--- src/rtl/uart_pkg.sv ---
// Shared types and constants for the 8N1 UART transmit and receive engines.
// Latency: n/a (declarations only).
// Backpressure: n/a.
package uart_pkg;

  localparam int DATA_BITS = 8;

  typedef enum logic [1:0] {
    TX_IDLE  = 2'd0,
    TX_START = 2'd1,
    TX_DATA  = 2'd2,
    TX_STOP  = 2'd3
  } tx_state_t;

  typedef enum logic [1:0] {
    RX_IDLE  = 2'd0,
    RX_START = 2'd1,
    RX_DATA  = 2'd2,
    RX_STOP  = 2'd3
  } rx_state_t;

endpackage

--- src/rtl/uart_rx_engine.sv ---
// 8N1 deserialiser with 2-flop input synchroniser and mid-bit sampling.
// Latency: rx_dv pulses one cycle after the stop-bit mid-sample (~9.5 bit-times after start edge).
// Backpressure: none; rx_byte holds until the next good frame, framing errors are dropped.
module uart_rx_engine
  import uart_pkg::*;
#(
  parameter int CLKS_PER_BIT = 868
) (
  input  logic       clk,
  input  logic       rst,
  input  logic       serial,
  output logic       rx_dv,
  output logic [7:0] rx_byte
);

  localparam int CW = $clog2(CLKS_PER_BIT);
  localparam int IW = $clog2(DATA_BITS);
  localparam logic [CW-1:0] CNT_MAX  = CW'(CLKS_PER_BIT - 1);
  localparam logic [CW-1:0] CNT_HALF = CW'((CLKS_PER_BIT - 1) / 2);
  localparam logic [IW-1:0] IDX_MAX  = IW'(DATA_BITS - 1);

  rx_state_t     state, state_nxt;
  logic [CW-1:0] cnt, cnt_nxt;
  logic [IW-1:0] idx, idx_nxt;
  logic [7:0]    shreg, shreg_nxt;
  logic [7:0]    byte_nxt;
  logic          dv_nxt;
  logic          meta, sync;
  logic          bit_end;

  assign bit_end = (cnt == CNT_MAX);

  // Two-flop synchroniser; resets to the idle-high line level.
  always_ff @(posedge clk) begin
    if (rst) begin
      meta <= 1'b1;
      sync <= 1'b1;
    end else begin
      meta <= serial;
      sync <= meta;
    end
  end

  // State register plus counter, index, shift register and registered outputs.
  always_ff @(posedge clk) begin
    if (rst) begin
      state   <= RX_IDLE;
      cnt     <= '0;
      idx     <= '0;
      shreg   <= '0;
      rx_dv   <= 1'b0;
      rx_byte <= '0;
    end else begin
      state   <= state_nxt;
      cnt     <= cnt_nxt;
      idx     <= idx_nxt;
      shreg   <= shreg_nxt;
      rx_dv   <= dv_nxt;
      rx_byte <= byte_nxt;
    end
  end

  // Next-state: half a bit to mid-start, then one full bit between samples.
  always_comb begin
    state_nxt = state;
    cnt_nxt   = bit_end ? '0 : cnt + 1'b1;
    idx_nxt   = idx;
    shreg_nxt = shreg;
    case (state)
      RX_IDLE: begin
        cnt_nxt = '0;
        idx_nxt = '0;
        if (!sync) state_nxt = RX_START;
      end
      RX_START: begin
        if (cnt == CNT_HALF) begin
          cnt_nxt   = '0;
          state_nxt = sync ? RX_IDLE : RX_DATA;
        end
      end
      RX_DATA: begin
        if (bit_end) begin
          shreg_nxt = {sync, shreg[7:1]};
          if (idx == IDX_MAX) state_nxt = RX_STOP;
          else                idx_nxt   = idx + 1'b1;
        end
      end
      RX_STOP: if (bit_end) state_nxt = RX_IDLE;
      default: state_nxt = RX_IDLE;
    endcase
  end

  // Outputs: publish the byte only when the stop sample is high.
  always_comb begin
    dv_nxt   = (state == RX_STOP) && bit_end && sync;
    byte_nxt = dv_nxt ? shreg : rx_byte;
  end

endmodule

--- src/rtl/uart_tx_engine.sv ---
// 8N1 serialiser: start bit, 8 data bits LSB first, stop bit, CLKS_PER_BIT cycles each.
// Latency: line goes low the cycle after the strobe is captured; done pulses 10 bit-times later.
// Backpressure: strobes arriving while active are dropped; the done cycle is idle and accepts one.
module uart_tx_engine
  import uart_pkg::*;
#(
  parameter int CLKS_PER_BIT = 868
) (
  input  logic       clk,
  input  logic       rst,
  input  logic       tx_dv,
  input  logic [7:0] tx_byte,
  output logic       tx_active,
  output logic       tx_serial,
  output logic       tx_done
);

  localparam int CW = $clog2(CLKS_PER_BIT);
  localparam int IW = $clog2(DATA_BITS);
  localparam logic [CW-1:0] CNT_MAX = CW'(CLKS_PER_BIT - 1);
  localparam logic [IW-1:0] IDX_MAX = IW'(DATA_BITS - 1);

  tx_state_t     state, state_nxt;
  logic [CW-1:0] cnt, cnt_nxt;
  logic [IW-1:0] idx, idx_nxt;
  logic [7:0]    data, data_nxt;
  logic          done_nxt;
  logic          bit_end;

  assign bit_end = (cnt == CNT_MAX);

  // State register plus bit counter, bit index, latched byte and done pulse.
  always_ff @(posedge clk) begin
    if (rst) begin
      state   <= TX_IDLE;
      cnt     <= '0;
      idx     <= '0;
      data    <= '0;
      tx_done <= 1'b0;
    end else begin
      state   <= state_nxt;
      cnt     <= cnt_nxt;
      idx     <= idx_nxt;
      data    <= data_nxt;
      tx_done <= done_nxt;
    end
  end

  // Next-state: walk START -> DATA x8 -> STOP, one bit-time per step.
  always_comb begin
    state_nxt = state;
    cnt_nxt   = bit_end ? '0 : cnt + 1'b1;
    idx_nxt   = idx;
    data_nxt  = data;
    case (state)
      TX_IDLE: begin
        cnt_nxt = '0;
        idx_nxt = '0;
        if (tx_dv) begin
          data_nxt  = tx_byte;
          state_nxt = TX_START;
        end
      end
      TX_START: if (bit_end) state_nxt = TX_DATA;
      TX_DATA: begin
        if (bit_end) begin
          if (idx == IDX_MAX) state_nxt = TX_STOP;
          else                idx_nxt   = idx + 1'b1;
        end
      end
      TX_STOP: if (bit_end) state_nxt = TX_IDLE;
      default: state_nxt = TX_IDLE;
    endcase
  end

  // Outputs decoded from state; done is armed on the last stop-bit cycle.
  always_comb begin
    tx_active = (state != TX_IDLE);
    done_nxt  = (state == TX_STOP) && bit_end;
    case (state)
      TX_START: tx_serial = 1'b0;
      TX_DATA:  tx_serial = data[idx];
      default:  tx_serial = 1'b1;
    endcase
  end

endmodule

--- src/rtl/uart_txrx.sv ---
// Full-duplex 8N1 UART: independent transmit and receive engines on one clock.
// Latency: see the engines; TX and RX run concurrently with no shared state.
// Backpressure: TX drops strobes while active; RX has none.
module uart_txrx
  import uart_pkg::*;
#(
  parameter int CLKS_PER_BIT = 868
) (
  input  logic       i_Clock,
  input  logic       i_Reset,
  input  logic       i_Tx_DV,
  input  logic [7:0] i_Tx_Byte,
  output logic       o_Tx_Active,
  output logic       o_Tx_Serial,
  output logic       o_Tx_Done,
  input  logic       i_Rx_Serial,
  output logic       o_Rx_DV,
  output logic [7:0] o_Rx_Byte
);

  uart_tx_engine #(.CLKS_PER_BIT(CLKS_PER_BIT)) u_tx (
    .clk       (i_Clock),
    .rst       (i_Reset),
    .tx_dv     (i_Tx_DV),
    .tx_byte   (i_Tx_Byte),
    .tx_active (o_Tx_Active),
    .tx_serial (o_Tx_Serial),
    .tx_done   (o_Tx_Done)
  );

  uart_rx_engine #(.CLKS_PER_BIT(CLKS_PER_BIT)) u_rx (
    .clk     (i_Clock),
    .rst     (i_Reset),
    .serial  (i_Rx_Serial),
    .rx_dv   (o_Rx_DV),
    .rx_byte (o_Rx_Byte)
  );

endmodule

--- config.mk ---
export PLATFORM = sky130hd
export DESIGN_NAME = uart_txrx
export DESIGN_NICKNAME = d
export VERILOG_FILES = /design/src/rtl/uart_pkg.sv /design/src/rtl/uart_rx_engine.sv /design/src/rtl/uart_tx_engine.sv /design/src/rtl/uart_txrx.sv
export SDC_FILE = /design/constraint.sdc
export NUM_CORES = 1
export LEC_CHECK = 0
export CAP_MARGIN = 5
export CORE_UTILIZATION = 40
export DETAILED_ROUTE_END_ITERATION = 16
export DONT_BUFFER_PORTS = 1
export GPL_ROUTABILITY_DRIVEN = 0
export SLEW_MARGIN = 20
export SYNTH_ARGS = -nofsm -noshare
export SYNTH_HDL_FRONTEND = slang
export SYNTH_HIERARCHICAL = 1
export SYNTH_SLANG_ARGS = --single-unit
--- constraint.sdc ---
create_clock -name i_Clock -period 1.8 [get_ports i_Clock]
set_input_delay 0.18 -clock i_Clock [delete_from_list [all_inputs] [get_ports i_Clock]]
set_output_delay 0.18 -clock i_Clock [all_outputs]
set_load 0.03 [all_outputs]
==> metrics.md <==
| Metric | Value |
|---|---|
| Outcome | complete, no violations |
| Antenna diode count | 0 |
| Initial antenna violation count | 0 |
| Synth Warn # | 6 |
| Ys flop type | dfxtp_1 |
| Crit share post-route | a little over nine tenths |
| GRT Util Overall | between 15 and 20% |
| Syn Nets | 292 |
| Slowest cell delay on critical path | 0.51 ns |
| Post-layout util | about 52% |
| Residual DRC count | 0 |
| Final hold viol count | 0 |
| Setup Skew | between 0.004 and 0.005 ns |
| Least-Margin Pin Slew | between 0.5 and 0.6 ns |
| Post-Syn Area | roughly 2500 sq um |
| Max rail drop VDD | ~0.7 mV |
| Core ar. | between 5000 and 6000 sq um |
| Routed wire per std cell | roughly 13 um |
| Total chip power | 3.290 mW |
| Crit path kind | reg2out |
| CP max FO | 5 |
| Dpl cell area | 2658 sq um |
| CP max-delay cell | mux4_2 |
| Full die area | approximately 6600 sq um |
| Fin Setup TNS | 0 ns |
| First-pass GRT wire length | 7852 um |
| Die W | roughly 80 um |
| Post-synth EDFFs | 0 |
| P_leak | 1.223 nW |
| Netlist cell types | 41 |
| First-pass iteration count of the detailed router | 4 |
| Final nets | between 300 and 400 |
| Routed length on met3 | about 230 um |
| Sink Count | slightly below 60 |
| Syn Inst Count | between 200 and 300 |
| Clk_lat worst skew | between 0.3 and 0.4 ns |
| Yosys top cell area share | ~46% |
| DIE HEIGHT | ~81 um |
| DR vias | 1,967 |
| Cell taking the most area after synthesis | dfxtp_1 |
| Final slew viol count | 0 |
| Startpoint Class | flop |
| Crit end category | output pin |
| CTS tree | yes |
| IO Port Bufs | 0 |
| CTS H-tree depth | 3 |
| Worst EP arrival | 1.60 ns |
| Worst hold-check path type | in2reg |
| Top achievable clock speed | 562.5 MHz |
| Antenna Nets Post-Route | 0 |
| I/O Pins | 24 |
| Wl on met1 | ~2200 um |
| Clk pin slew, worst setup/hold paths | about 0.07 ns |
| GRT overflow | 0 |
| Final min period | roughly 1.8 ns |
| CTS root buf | clkbuf_8 |
| Final HPWL DP | 3155 um |
| RSZ-0062 raised after global routing | true |
| Async S/R FF share, synth | 0% |
| Most common cell in the netlist | dfxtp_1 |
| Relative slew margins | about 65% |
| Num CTS Buffers | 9 |
| Final wirelength | around 5000 um |
| Max layer used | met4 |
| Fillcell total | about 550 |
| MaxCap Viol Count | 0 |
| Vias per cell | roughly 5.2 |
| CP required | between 1.5 and 2 ns |
| Largest delay share family, worst path | multiplexers |
| Met2 wire length | about 2500 um |
| Rows | 28 |
| Synth cell count leaders | dfxtp_1 (58), nor2_1 (48), nand2_1 (23) |
| Max Root-Sink Buffers | 2 |
| Largest net degree at the start of global routing | 35 |
| Pwr/cell area | about 1100 nW/um^2 |
| Sequential element share of the synthesized area | 46.15% |
| Starting DRT DRC Count | 73 |
| Post-synthesis register bit count | 58 |
| CP cell instances | mux4_2 > mux2i_2 > mux2i_4 |
| Synthesized area per cell | around 9.4 sq um |
| Final setup viols | 0 |
| Post-route cell area | approximately 3100 sq um |
| Number of global-route vias before repair | 1,817 |
| Starting Density | between 40% and 50% |
| Synth top area cells | dfxtp_1 (46%), mux2i_1 (8.4%), nor2_1 (7.2%) |
| Area delta synth->final | 22.97% |
| Share of layout cells above drive strength 1 | about 17% |
| CP bufs+invs | 0 |
-- routing by layer --
metal | up-vias | track usage, %
li1 | 995 | -
met1 | 932 | 17.91
met2 | 33 | 25.75
met3 | 7 | 7.079
met4 | 0 | 6.964
met5 | - | 0
-- metrics by stage --
step                setup slack (ns)  instances  hold slack (ns)
floorplan                    0.07277        269           0.2462
global placement             0.05940        347           0.2524
detailed placement          -0.01083        347           0.2512
CTS                        -0.008452        377         0.002073
global route                -0.04934        380         0.004104
finish                       0.02231        380          0.01696
-- repair_timing --
action,4_1_cts,5_1_grt
pin swaps,1,1
cloned,0,1
buffers inserted,0,1
hold buffers,14,1
gates resized for setup,2,13
setup endpoints to repair,4,24
endpoints found under the hold margin,34,1
-- cell families (layout without fill, tap and decap cells) --
logic type	after synthesis	in the layout	share of synthesized area (%)
and+or+nand+nor	128	129	25.41
DFF	58	58	46.15
muxes	24	24	10.59
AOI/OAI and AO/OA	19	19	4.624
xor gates and xnor gates	15	15	5.221
buffers and inverters	14	49	2.536
adders and majority gates	11	11	5.470
-- final cells by class --
class / count / area [sq um] / area share [%]
multi-input cells: 198 / 1354 / 43.75
clock inverters: 5 / 52.55 / 1.698
well taps: 75 / 93.84 / 3.033
clock buffers: 11 / 151.4 / 4.893
flip-flops and latches: 58 / 1170 / 37.81
inverters: 6 / 22.52 / 0.7279
repair buffers: 27 / 250.2 / 8.087
-- where the power goes --
| part | switching, mW | internal (mW) | leakage, nW | total, mW |
|---|---|---|---|---|
| registers | 0.0479 | 1.36 | 0.472 | 1.40 |
| clock network | 0.500 | 0.707 | 0.105 | 1.21 |
| logic | 0.380 | 0.300 | 0.646 | 0.681 |
| total | 0.928 | 2.36 | 1.22 | 3.29 |
-- final timing paths --
check               from             to  slack (ns)  cells past startpoint
max          u_tx/idx[0]    o_Tx_Serial        0.02                      3
min              i_Reset  u_tx/state[1]        0.02                      2
max reg2reg  u_rx/cnt[0]           flop        0.06                      6
min reg2reg    u_rx/meta      u_rx/sync        0.42                      1
-- layout by cell type, fill, tap and decap left out, types with 3 or more instances in the layout --
| master | instances |
|---|---|
| clkbuf_8 | 11 |
| inv_1 | 6 |
| or3_1 | 3 |
| nand2b_1 | 3 |
| dlygate4sd3_1 | 14 |
| nor3_1 | 4 |
| mux2i_1 | 19 |
| o21ai_0 | 3 |
| nand2_1 | 23 |
| dfxtp_1 | 53 |
| buf_4 | 12 |
| ha_1 | 9 |
| nand4_1 | 4 |
| a21oi_1 | 11 |
| nand3_1 | 20 |
| nor2_1 | 48 |
| dfxtp_2 | 4 |
| xnor2_1 | 8 |
| xor2_1 | 7 |
| clkinv_2 | 3 |
-- flip-flops by register name, summed over array words and instances, names as in the netlist, named ones only --
register	flops
u_rx/rx_byte	8
u_rx/cnt	10
u_rx/sync	1
u_rx/rx_dv	1
u_rx/shreg	8
u_rx/idx	3
u_rx/meta	1
u_tx/data	8
u_tx/cnt	10
u_tx/tx_done	1
u_rx/state	1
u_tx/idx	3
u_tx/state	2
No activity file was read; power rests on OpenSTA's default activity.
